--- src/rtl/access_decode_if.sv ---
`default_nettype none
// ============================================================================
// Module      : access_decode_if
// Description : Host-side bus bundle for access_decode. It carries the word
//               address, the request strobe, the target selects and the
//               completion status.
// Revision    : 1.0  initial release
// ============================================================================
interface access_decode_if #(
    parameter int AW  = 14,
    parameter int NIO = 7
);
    logic [AW-1:2]  a;
    logic           stb;
    logic           rom_cs;
    logic [NIO-1:0] io_cs;
    logic           ack;
    logic           err;
    logic           busy;

    modport master (output a, stb, input rom_cs, io_cs, ack, err, busy);
    modport slave  (input a, stb, output rom_cs, io_cs, ack, err, busy);
endinterface
`default_nettype wire

--- src/rtl/access_decode.sv ---
`default_nettype none
// ============================================================================
// Module      : access_decode
// Description : Address decoder and wait-state sequencer. Selects ROM or one
//               of NIO I/O regions, counts per-target wait states, then
//               issues a one-cycle ack (with err for unmapped accesses).
// Revision    : 1.0  initial release
// ============================================================================
module access_decode #(
    parameter int AW   = 14,
    parameter int IDXW = 3,
    parameter int NIO  = 7,
    parameter int WSW  = 4
) (
    input  logic                   clk,
    input  logic                   rst_n,
    access_decode_if.slave         bus,
    input  logic [(NIO+1)*WSW-1:0] wait_cfg,
    input  logic [NIO-1:0]         en_mask
);
    localparam logic [1:0] IDLE = 2'd0;
    localparam logic [1:0] WAIT = 2'd1;
    localparam logic [1:0] ACK  = 2'd2;
    localparam logic [1:0] HOLD = 2'd3;

    logic [1:0]     state, state_n;
    logic [WSW-1:0] count, count_n;
    logic           pend, pend_n;     // unmapped access waiting for its ack
    logic           rom_sel, rom_sel_n;
    logic [NIO-1:0] io_sel, io_sel_n;
    logic           ack_flag, ack_flag_n;
    logic           err_flag, err_flag_n;
    logic           busy_flag, busy_flag_n;

    logic [IDXW-1:0] idx;
    logic            is_rom;
    logic [NIO-1:0]  io_hit;
    logic [WSW-1:0]  io_wait;
    logic            unused_addr;

    assign is_rom      = ~bus.a[AW-1];
    assign idx         = bus.a[AW-2 -: IDXW];
    assign unused_addr = ^bus.a;

    // Region match against the enable mask, and the wait count of the hit slot
    always_comb begin
        io_hit  = '0;
        io_wait = '0;
        for (int k = 0; k < NIO; k++) begin
            if (idx == IDXW'(k) && en_mask[k]) begin
                io_hit[k] = 1'b1;
                io_wait   = wait_cfg[(k+1)*WSW +: WSW];
            end
        end
    end

    // Next-state and next-output logic; every output is registered below
    always_comb begin
        state_n    = state;
        count_n    = count;
        pend_n     = pend;
        rom_sel_n  = rom_sel;
        io_sel_n   = io_sel;
        ack_flag_n = 1'b0;
        err_flag_n = 1'b0;
        case (state)
            IDLE: begin
                if (bus.stb) begin
                    // Unmapped accesses ride through WAIT with a zero count so
                    // their ack lands one edge after acceptance, like W=0.
                    state_n = WAIT;
                    if (is_rom) begin
                        rom_sel_n = 1'b1;
                        count_n   = wait_cfg[WSW-1:0];
                    end else if (|io_hit) begin
                        io_sel_n  = io_hit;
                        count_n   = io_wait;
                    end else begin
                        pend_n    = 1'b1;
                        count_n   = '0;
                    end
                end
            end
            WAIT: begin
                if (!bus.stb && !pend) begin
                    state_n   = IDLE;
                    rom_sel_n = 1'b0;
                    io_sel_n  = '0;
                    count_n   = '0;
                end else if (count == '0) begin
                    state_n    = ACK;
                    ack_flag_n = 1'b1;
                    err_flag_n = pend;
                    pend_n     = 1'b0;
                end else begin
                    count_n = count - WSW'(1);
                end
            end
            ACK: begin
                state_n = HOLD;
            end
            default: begin
                if (!bus.stb) begin
                    state_n   = IDLE;
                    rom_sel_n = 1'b0;
                    io_sel_n  = '0;
                end
            end
        endcase
        busy_flag_n = (state_n != IDLE);
    end

    // State and output registers with asynchronous active-low reset
    always_ff @(posedge clk or negedge rst_n) begin
        if (!rst_n) begin
            state     <= IDLE;
            count     <= '0;
            pend      <= 1'b0;
            rom_sel   <= 1'b0;
            io_sel    <= '0;
            ack_flag  <= 1'b0;
            err_flag  <= 1'b0;
            busy_flag <= 1'b0;
        end else begin
            state     <= state_n;
            count     <= count_n;
            pend      <= pend_n;
            rom_sel   <= rom_sel_n;
            io_sel    <= io_sel_n;
            ack_flag  <= ack_flag_n;
            err_flag  <= err_flag_n;
            busy_flag <= busy_flag_n;
        end
    end

    assign bus.rom_cs = rom_sel;
    assign bus.io_cs  = io_sel;
    assign bus.ack    = ack_flag;
    assign bus.err    = err_flag;
    assign bus.busy   = busy_flag;
endmodule
`default_nettype wire

--- src/flat_wrapper.sv ---
// flat-port wrapper written by rule: the top's interface ports become plain ports
module access_decode_flat 
#(
    parameter int AW   = 14,
    parameter int IDXW = 3,
    parameter int NIO  = 7,
    parameter int WSW  = 4
)
  (clk, rst_n, wait_cfg, en_mask, bus_a, bus_stb, bus_rom_cs, bus_io_cs, bus_ack, bus_err, bus_busy);
  access_decode_if #(.AW(AW), .NIO(NIO)) bus_i ();
  input  logic clk;
  input  logic rst_n;
  input  logic [(NIO+1)*WSW-1:0] wait_cfg;
  input  logic [NIO-1:0] en_mask;
  input wire logic [$bits(bus_i.a)-1:0] bus_a;
  input wire logic [$bits(bus_i.stb)-1:0] bus_stb;
  output wire logic [$bits(bus_i.rom_cs)-1:0] bus_rom_cs;
  output wire logic [$bits(bus_i.io_cs)-1:0] bus_io_cs;
  output wire logic [$bits(bus_i.ack)-1:0] bus_ack;
  output wire logic [$bits(bus_i.err)-1:0] bus_err;
  output wire logic [$bits(bus_i.busy)-1:0] bus_busy;
  assign bus_i.a = bus_a;
  assign bus_i.stb = bus_stb;
  assign bus_rom_cs = bus_i.rom_cs;
  assign bus_io_cs = bus_i.io_cs;
  assign bus_ack = bus_i.ack;
  assign bus_err = bus_i.err;
  assign bus_busy = bus_i.busy;
  access_decode #(.AW(AW), .IDXW(IDXW), .NIO(NIO), .WSW(WSW)) u_core (.clk(clk), .rst_n(rst_n), .bus(bus_i), .wait_cfg(wait_cfg), .en_mask(en_mask));
endmodule
--- config.mk ---
export PLATFORM = sky130hd
export DESIGN_NAME = access_decode_flat
export DESIGN_NICKNAME = d
export VERILOG_FILES = /design/src/rtl/access_decode_if.sv /design/src/rtl/access_decode.sv /design/src/flat_wrapper.sv
export SDC_FILE = /design/constraint.sdc
export NUM_CORES = 1
export LEC_CHECK = 0
export ABC_AREA = 0
export ABC_CLOCK_PERIOD_IN_PS = 2600
export CELL_PAD_IN_SITES_DETAIL_PLACEMENT = 2
export CELL_PAD_IN_SITES_GLOBAL_PLACEMENT = 2
export CORE_MARGIN = 2
export CORE_UTILIZATION = 22
export DETAILED_ROUTE_END_ITERATION = 7
export GPL_TIMING_DRIVEN = 0
export PLACE_DENSITY_LB_ADDON = 0.1
export SKIP_CTS_REPAIR_TIMING = 1
export SYNTH_ARGS = -nofsm -noshare
export SYNTH_HDL_FRONTEND = slang
export SYNTH_SLANG_ARGS = --single-unit
export TNS_END_PERCENT = 5
--- constraint.sdc ---
create_clock -name clk -period 2.6 [get_ports clk]
set_input_delay 0.52 -clock clk [delete_from_list [all_inputs] [get_ports clk]]
set_output_delay 0.52 -clock clk [all_outputs]
set_load 0.01 [all_outputs]
# Word-level counts from Yosys, hierarchy flattened
# Cells that the tools add are included.
dict set report word_totals {
  reg_bits 18
  in_bits 54
  output_inout_bits 11
  word_cells 96
}
dict set report classes {
  n_addsub 1
  eq_ne 18
  mux 48
  bitwise 1
  n_reduce_logical 20
}
# operator count
set op_table {}
lappend op_table {{2-to-1 mux 4 bit} 12}
lappend op_table {{2-to-1 mux 7 bit} 5}
lappend op_table {{2-to-1 mux 1 bit} 22}
lappend op_table {{one-hot mux 7 bit (3 select lines)} 1}
lappend op_table {{AND reduction 6 bit} 2}
lappend op_table {{inequality test 2 bit, second input constant} 5}
lappend op_table {{== test 3 bit, second input constant} 3}
lappend op_table {{logical AND 1 bit} 8}
lappend op_table {{2-to-1 mux 2 bit} 4}
lappend op_table {{one-hot mux 4 bit (2 select lines)} 1}
lappend op_table {{OR reduction 7 bit} 1}
lappend op_table {{== test 3 x 2 -> 1 bit, second input constant} 2}
lappend op_table {{inequality test 2 x 1 -> 1 bit, second input constant} 3}
lappend op_table {{one-hot mux 2 bit (3 select lines)} 1}
lappend op_table {{AND reduction 5 bit} 1}
lappend op_table {{zero test 4 bit} 1}
lappend op_table {{nonzero test 2 bit} 2}
lappend op_table {{subtractor 4 x 1 -> 4 bit, second input constant} 1}
lappend op_table {{== test 3 x 1 -> 1 bit, second input constant} 1}
lappend op_table {{zero test 3 bit} 1}
lappend op_table {{inequality test 3 x 1 -> 1 bit, second input constant} 1}
lappend op_table {{inequality test 3 x 2 -> 1 bit, second input constant} 1}
lappend op_table {{one-hot mux 1 bit (3 select lines)} 1}
lappend op_table {{AND reduction 3 bit} 1}
lappend op_table {{other kinds (6)} 7}

# Logic depth before layout (Yosys ltp)
dict set report logic_depth {
  word_depth 13
  ltp_mapped 8
  mapped_depth_nobuf 7
}

# Worst setup path before layout
# Ideal clock, no wire load.
dict set report synth_path {
  path_kind {input to register}
  startpoint {input port bus_a[9]}
  endpoint {register u_core.count[1]}
  setup_ns 0.141
  arrival_ns 1.739
  required_ns 2.459
  path_slack_ns 0.720
  path_stages 6
  path_cell_list {buf_6 mux2_4 a311oi_2 o31ai_2 a2111oi_0 a311oi_1}
}
dict set report synth_via {
  elab_chain_len 13
  elab_cells_between_ends 33
}
# item line
set synth_rtl {}
lappend synth_rtl {{start, declared} flat_wrapper.sv:15} ;# input wire logic [$bits(bus_i.a)-1:0] bus_a;
lappend synth_rtl {{zero test 3 bit} access_decode.sv:50} ;# if (idx == IDXW'(k) && en_mask[k]) begin
lappend synth_rtl {{logical AND 1 bit} access_decode.sv:50}
lappend synth_rtl {{2-to-1 mux 4 bit (7 in a row)} access_decode.sv:50}
lappend synth_rtl {{2-to-1 mux 4 bit (*)} access_decode.sv:75} ;# end else if (|io_hit) begin
lappend synth_rtl {{2-to-1 mux 4 bit (*)} access_decode.sv:72} ;# if (is_rom) begin
lappend synth_rtl {{2-to-1 mux 4 bit (*)} access_decode.sv:68} ;# if (bus.stb) begin
lappend synth_rtl {{one-hot mux 4 bit (2 select lines) (*)} access_decode.sv:66} ;# case (state)
lappend synth_rtl {{end signal, assigned} access_decode.sv:126} ;# count <= count_n;
lappend synth_rtl {{end, declared} access_decode.sv:27} ;# logic [WSW-1:0] count, count_n;
# Mark *: on every way between the ends. The rest lies on a longest branch, timed or not. The select of a mux whose other input is x is not followed.
# A chain may end at the register's enable or synchronous reset.

# Worst setup path after layout
dict set report layout_path {
  startpoint {input port bus_a[8]}
  endpoint {register u_core.count[2]}
}
# The elaborated chain is that of the path after synthesis.

==> load_flow_metrics.sql <==
INSERT INTO impl_metrics (metric_group, metric, value, unit) VALUES
('power', 'vdd.ir_drop.worst', '0.2069', 'mV'),
('clock_tree', 'numCtsBuffers', '3', ''),
('clock_tree', 'insertion_delay', '260', 'ps'),
('timing', 'grt_setup_unrepaired', 'no', ''),
('power', 'pwr-share-clk', '18.6', '%'),
('routing', 'detail_route.first_pass.iterations', '4', ''),
('routing', 'post_detailed_route_via_to_cell_ratio', '4.986', ''),
('power', 'net_switching_power', '505.3', 'uW'),
('clock_tree', 'tritoncts', 'built', ''),
('clock_tree', 'clock_tree_root_buffer_cell', 'clkbuf_8', ''),
('floorplan', 'die_width', '81.02', 'um'),
('logic_synthesis', 'synth_async_sr_flop_share', '100.0', '%'),
('logic_synthesis', 'yosysWarningCount', '0', ''),
('logic_synthesis', 'cell_taking_the_most_area_after_synthesis', 'dfrtp_1', ''),
('power', 'p_int', '786.7', 'uW'),
('clock_tree', 'clock_tree.buffer_depth', '2', ''),
('floorplan', 'die_area', '6564', 'um2'),
('timing', 'final_hold_viol_count', '0', ''),
('critical_path', 'timing_worst_setup_path_type', 'in -> reg', ''),
('final_layout', 'areaGrowthSynthToFinish', '53.60', '%'),
('placement', 'gp_congestion', '0.7743', ''),
('timing', 'maxClockFrequency', '0.4202', 'GHz'),
('placement', 'numPortBuffers', '55', ''),
('grt', 'vias_in_the_first_global_route', '1657', ''),
('floorplan', 'die_outline_height', '81.02', 'um'),
('logic_synthesis', 'synthesis.area_per_instance', '8.818', 'um2'),
('final_layout', 'layout.filler_cells', '669', ''),
('logic_synthesis', 'synthMostInstantiatedCell', 'dfrtp_1', ''),
('logic_synthesis', 'synth_common_cells', 'dfrtp_1 (18), nand2_1 (17), a21oi_1 (8), inv_1 (8), nor2_1 (8)', ''),
('grt', 'groute.usage.overall', '16.18', '%'),
('routing', 'first_iter_violations', '57', ''),
('grt', 'grt_start_max_net_pins', '19', ''),
('power', 'p_comb_share', '50.0', '%'),
('logic_synthesis', 'ys_seq_elements', '18', ''),
('critical_path', 'path_max_fanout', '7', ''),
('routing', 'wl_per_cell', '16.99', 'um'),
('power', 'powerDensity', '644.6', 'nW/um2'),
('clock_tree', 'clkSinkCount', '18', ''),
('floorplan', 'core_region_area', '5816', 'um2'),
('placement', 'placed_cell_area', '1949', 'um2'),
('logic_synthesis', 'top_cells_by_area_synth', 'dfrtp_1 (35%), mux2i_1 (5.4%), nand2_1 (4.9%)', ''),
('logic_synthesis', 'syn-num-nets', '204', ''),
('power', 'switching_share', '39.11', '%'),
('routing', 'dr_total_vias', '1406', ''),
('status', 'outcome', 'finished clean', ''),
('power', 'static-leakage-power', '0.8220', 'nW'),
('floorplan', 'row_count', '28', ''),
('final_layout', 'layout-drive-gt1-share', '7.729', '%'),
('routing', 'post-route-drc-count', '0', ''),
('logic_synthesis', 'synth_top_area_share', '34.52', '%'),
('timing', 'post-route-period-util', '91.53', '%'),
('timing', 'post_route_clock_skew', '2.819', 'ps'),
('grt', 'number_of_antenna_violations_at_the_first_check_in_global_routing', '0', ''),
('floorplan', 'top_level_port_count', '65', ''),
('clock_tree', 'ctsHtreeMaxLevel', '1', ''),
('logic_synthesis', 'synth_edf_count', '0', ''),
('min_path', 'hold_class', 'reg -> reg', ''),
('critical_path', 'cp.arrival', '2510', 'ps'),
('floorplan', 'initial_utilization', '22.44', '%'),
('routing', 'ant_nets', '0', ''),
('critical_path', 'setup.worst_path.end_class', 'register', ''),
('logic_synthesis', 'combined_area_of_all_synthesized_cells', '1305', 'um2'),
('clock_tree', 'clkSlewWorstSetupHoldPaths', '80', 'ps'),
('grt', 'grt_pass1_wl', '8.142', 'mm'),
('timing', 'drv_slew', '0', ''),
('routing', 'postRouteWirelength', '4.790', 'mm'),
('timing', 'fin_crit', '2380', 'ps'),
('final_layout', 'nets_final', '264', ''),
('logic_synthesis', 'synth_flop_cell', 'dfrtp_1', ''),
('timing', 'tightest_slew', '885.3', 'ps'),
('power', 'pwr-share-seq', '31.4', '%'),
('final_layout', 'antennaDiodeCount', '0', ''),
('timing', 'timing.final.setup_violations', '0', ''),
('job', 'max_cap_viols', '0', ''),
('final_layout', 'layout.cell_area.non_filler', '2004', 'um2'),
('logic_synthesis', 'synthDistinctLibCells', '48', ''),
('grt', 'global_route.overflow_total', '0', ''),
('critical_path', 'setup.worst_path.start_class', 'input pin', ''),
('placement', 'hpwl', '3.947', 'mm'),
('critical_path', 'cp_data_required_time', '2730', 'ps'),
('placement', 'place_ws', '-80.76', 'ps'),
('timing', 'slew_headroom', '40.79', '%'),
('timing', 'worst_slack', '220.2', 'ps'),
('logic_synthesis', 'synth_sequential_area_ratio', '34.52', '%'),
('logic_synthesis', 'netlist_instances', '148', '');
-- layout make-up --
class / count / area [um2] / area share (%)
clock buffer: 4 / 55.05 / 2.747
inverter: 8 / 30.03 / 1.498
multi-input combinational: 111 / 765.7 / 38.20
tap: 75 / 93.84 / 4.682
sequential: 18 / 450.4 / 22.47
timing repair buffer: 55 / 550.5 / 27.47
buffer: 11 / 58.81 / 2.934
-- state kept, by name, indices dropped and copies added (netlist names) --
register / cells
u_core.bus.io_cs: 7
u_core.bus.err: 1
u_core.pend: 1
u_core.bus.rom_cs: 1
u_core.state: 2
u_core.count: 4
u_core.bus.ack: 1
u_core.bus.busy: 1
-- cells by family (layout without fill, tap and decap cells) --
| group | after synthesis | count (layout) | share of synthesized area [%] |
|---|---|---|---|
| mux | 8 | 8 | 6.520 |
| simple gates | 55 | 55 | 23.68 |
| flops | 18 | 18 | 34.52 |
| buf+inv | 19 | 78 | 6.807 |
| fa+ha+maj | 2 | 2 | 1.917 |
| compound gates | 46 | 46 | 26.56 |
-- critical path: stages --
cell and delay (ps):
clkdlybuf4s50_1 550, and4b_1 300, a22oi_1 200, o21ai_0 120, a2111oi_0 670, o311ai_2 130
-- routing by layer --
metal / global-route usage, % / vias up / wire length, um
li1: - / 673 / -
met1: 19.35 / 682 / 2092
met2: 28.93 / 45 / 2400
met3: 3.556 / 6 / 231
met4: 4.746 / 0 / 65
met5: 0 / - / 0
-- worst paths after layout --
kind,start,endpoint,slack [ps],cells after the start
hold reg to reg,u_core.bus.rom_cs$_DFFE_PN0P_,u_core.bus.rom_cs$_DFFE_PN0P_,510,2
max in group asynchronous,rst_n,u_core.state[0]$_DFF_PN0_,1300,1
setup / recovery,bus_a[8],u_core.count[2]$_DFFE_PN0P_,220,6
hold / removal,u_core.bus.rom_cs$_DFFE_PN0P_,u_core.bus.rom_cs$_DFFE_PN0P_,510,2
setup reg to reg,u_core.count[0]$_DFFE_PN0P_,u_core.count[1]$_DFFE_PN0P_,470,7
min in group asynchronous,rst_n,u_core.count[3]$_DFFE_PN0P_,750,1
-- power groups by stage --
| stage | sequential, mW | clock, mW | combinational [mW] |
|---|---|---|---|
| floorplan | 0.411 | 0 | 0.380 |
| global placement | 0.408 | 0 | 0.618 |
| detailed placement | 0.413 | 0 | 0.653 |
| CTS | 0.408 | 0.249 | 0.656 |
| global route | 0.418 | 0.264 | 0.735 |
| finish | 0.406 | 0.240 | 0.646 |
-- metrics by stage --
stage	hold WS (ps)	power (mW)	instances	TNS (ps)	util, %
6_report	514.1	1.292	282	0	34.47
3_5_place_dp	508.8	1.066	278	-80.76	33.52
4_1_cts	526.6	1.313	282	0	34.47
3_3_place_gp	494.9	1.026	278	0	33.52
5_1_grt	559.1	1.416	282	0	34.47
2_1_floorplan	224.4	0.7913	148	0	-
-- cell usage in the layout (no fill, tap or decap), types with 2 or more instances in the layout --
master	n
a211oi_1	3
and2b_1	2
clkbuf_8	4
a32o_1	2
a21oi_1	8
nand3_1	2
inv_1	8
ha_1	2
nor2_1	8
and3_1	2
nor2b_1	6
o21ai_0	7
and4b_1	3
o211ai_1	2
a22oi_1	4
nand2_1	17
buf_4	2
buf_2	2
a2111oi_0	2
nor3_1	3
a32oi_1	3
clkbuf_1	6
clkdlybuf4s50_1	55
a221oi_1	5
mux2i_1	7
dfrtp_1	18
Power figures use the tool's default switching activity.
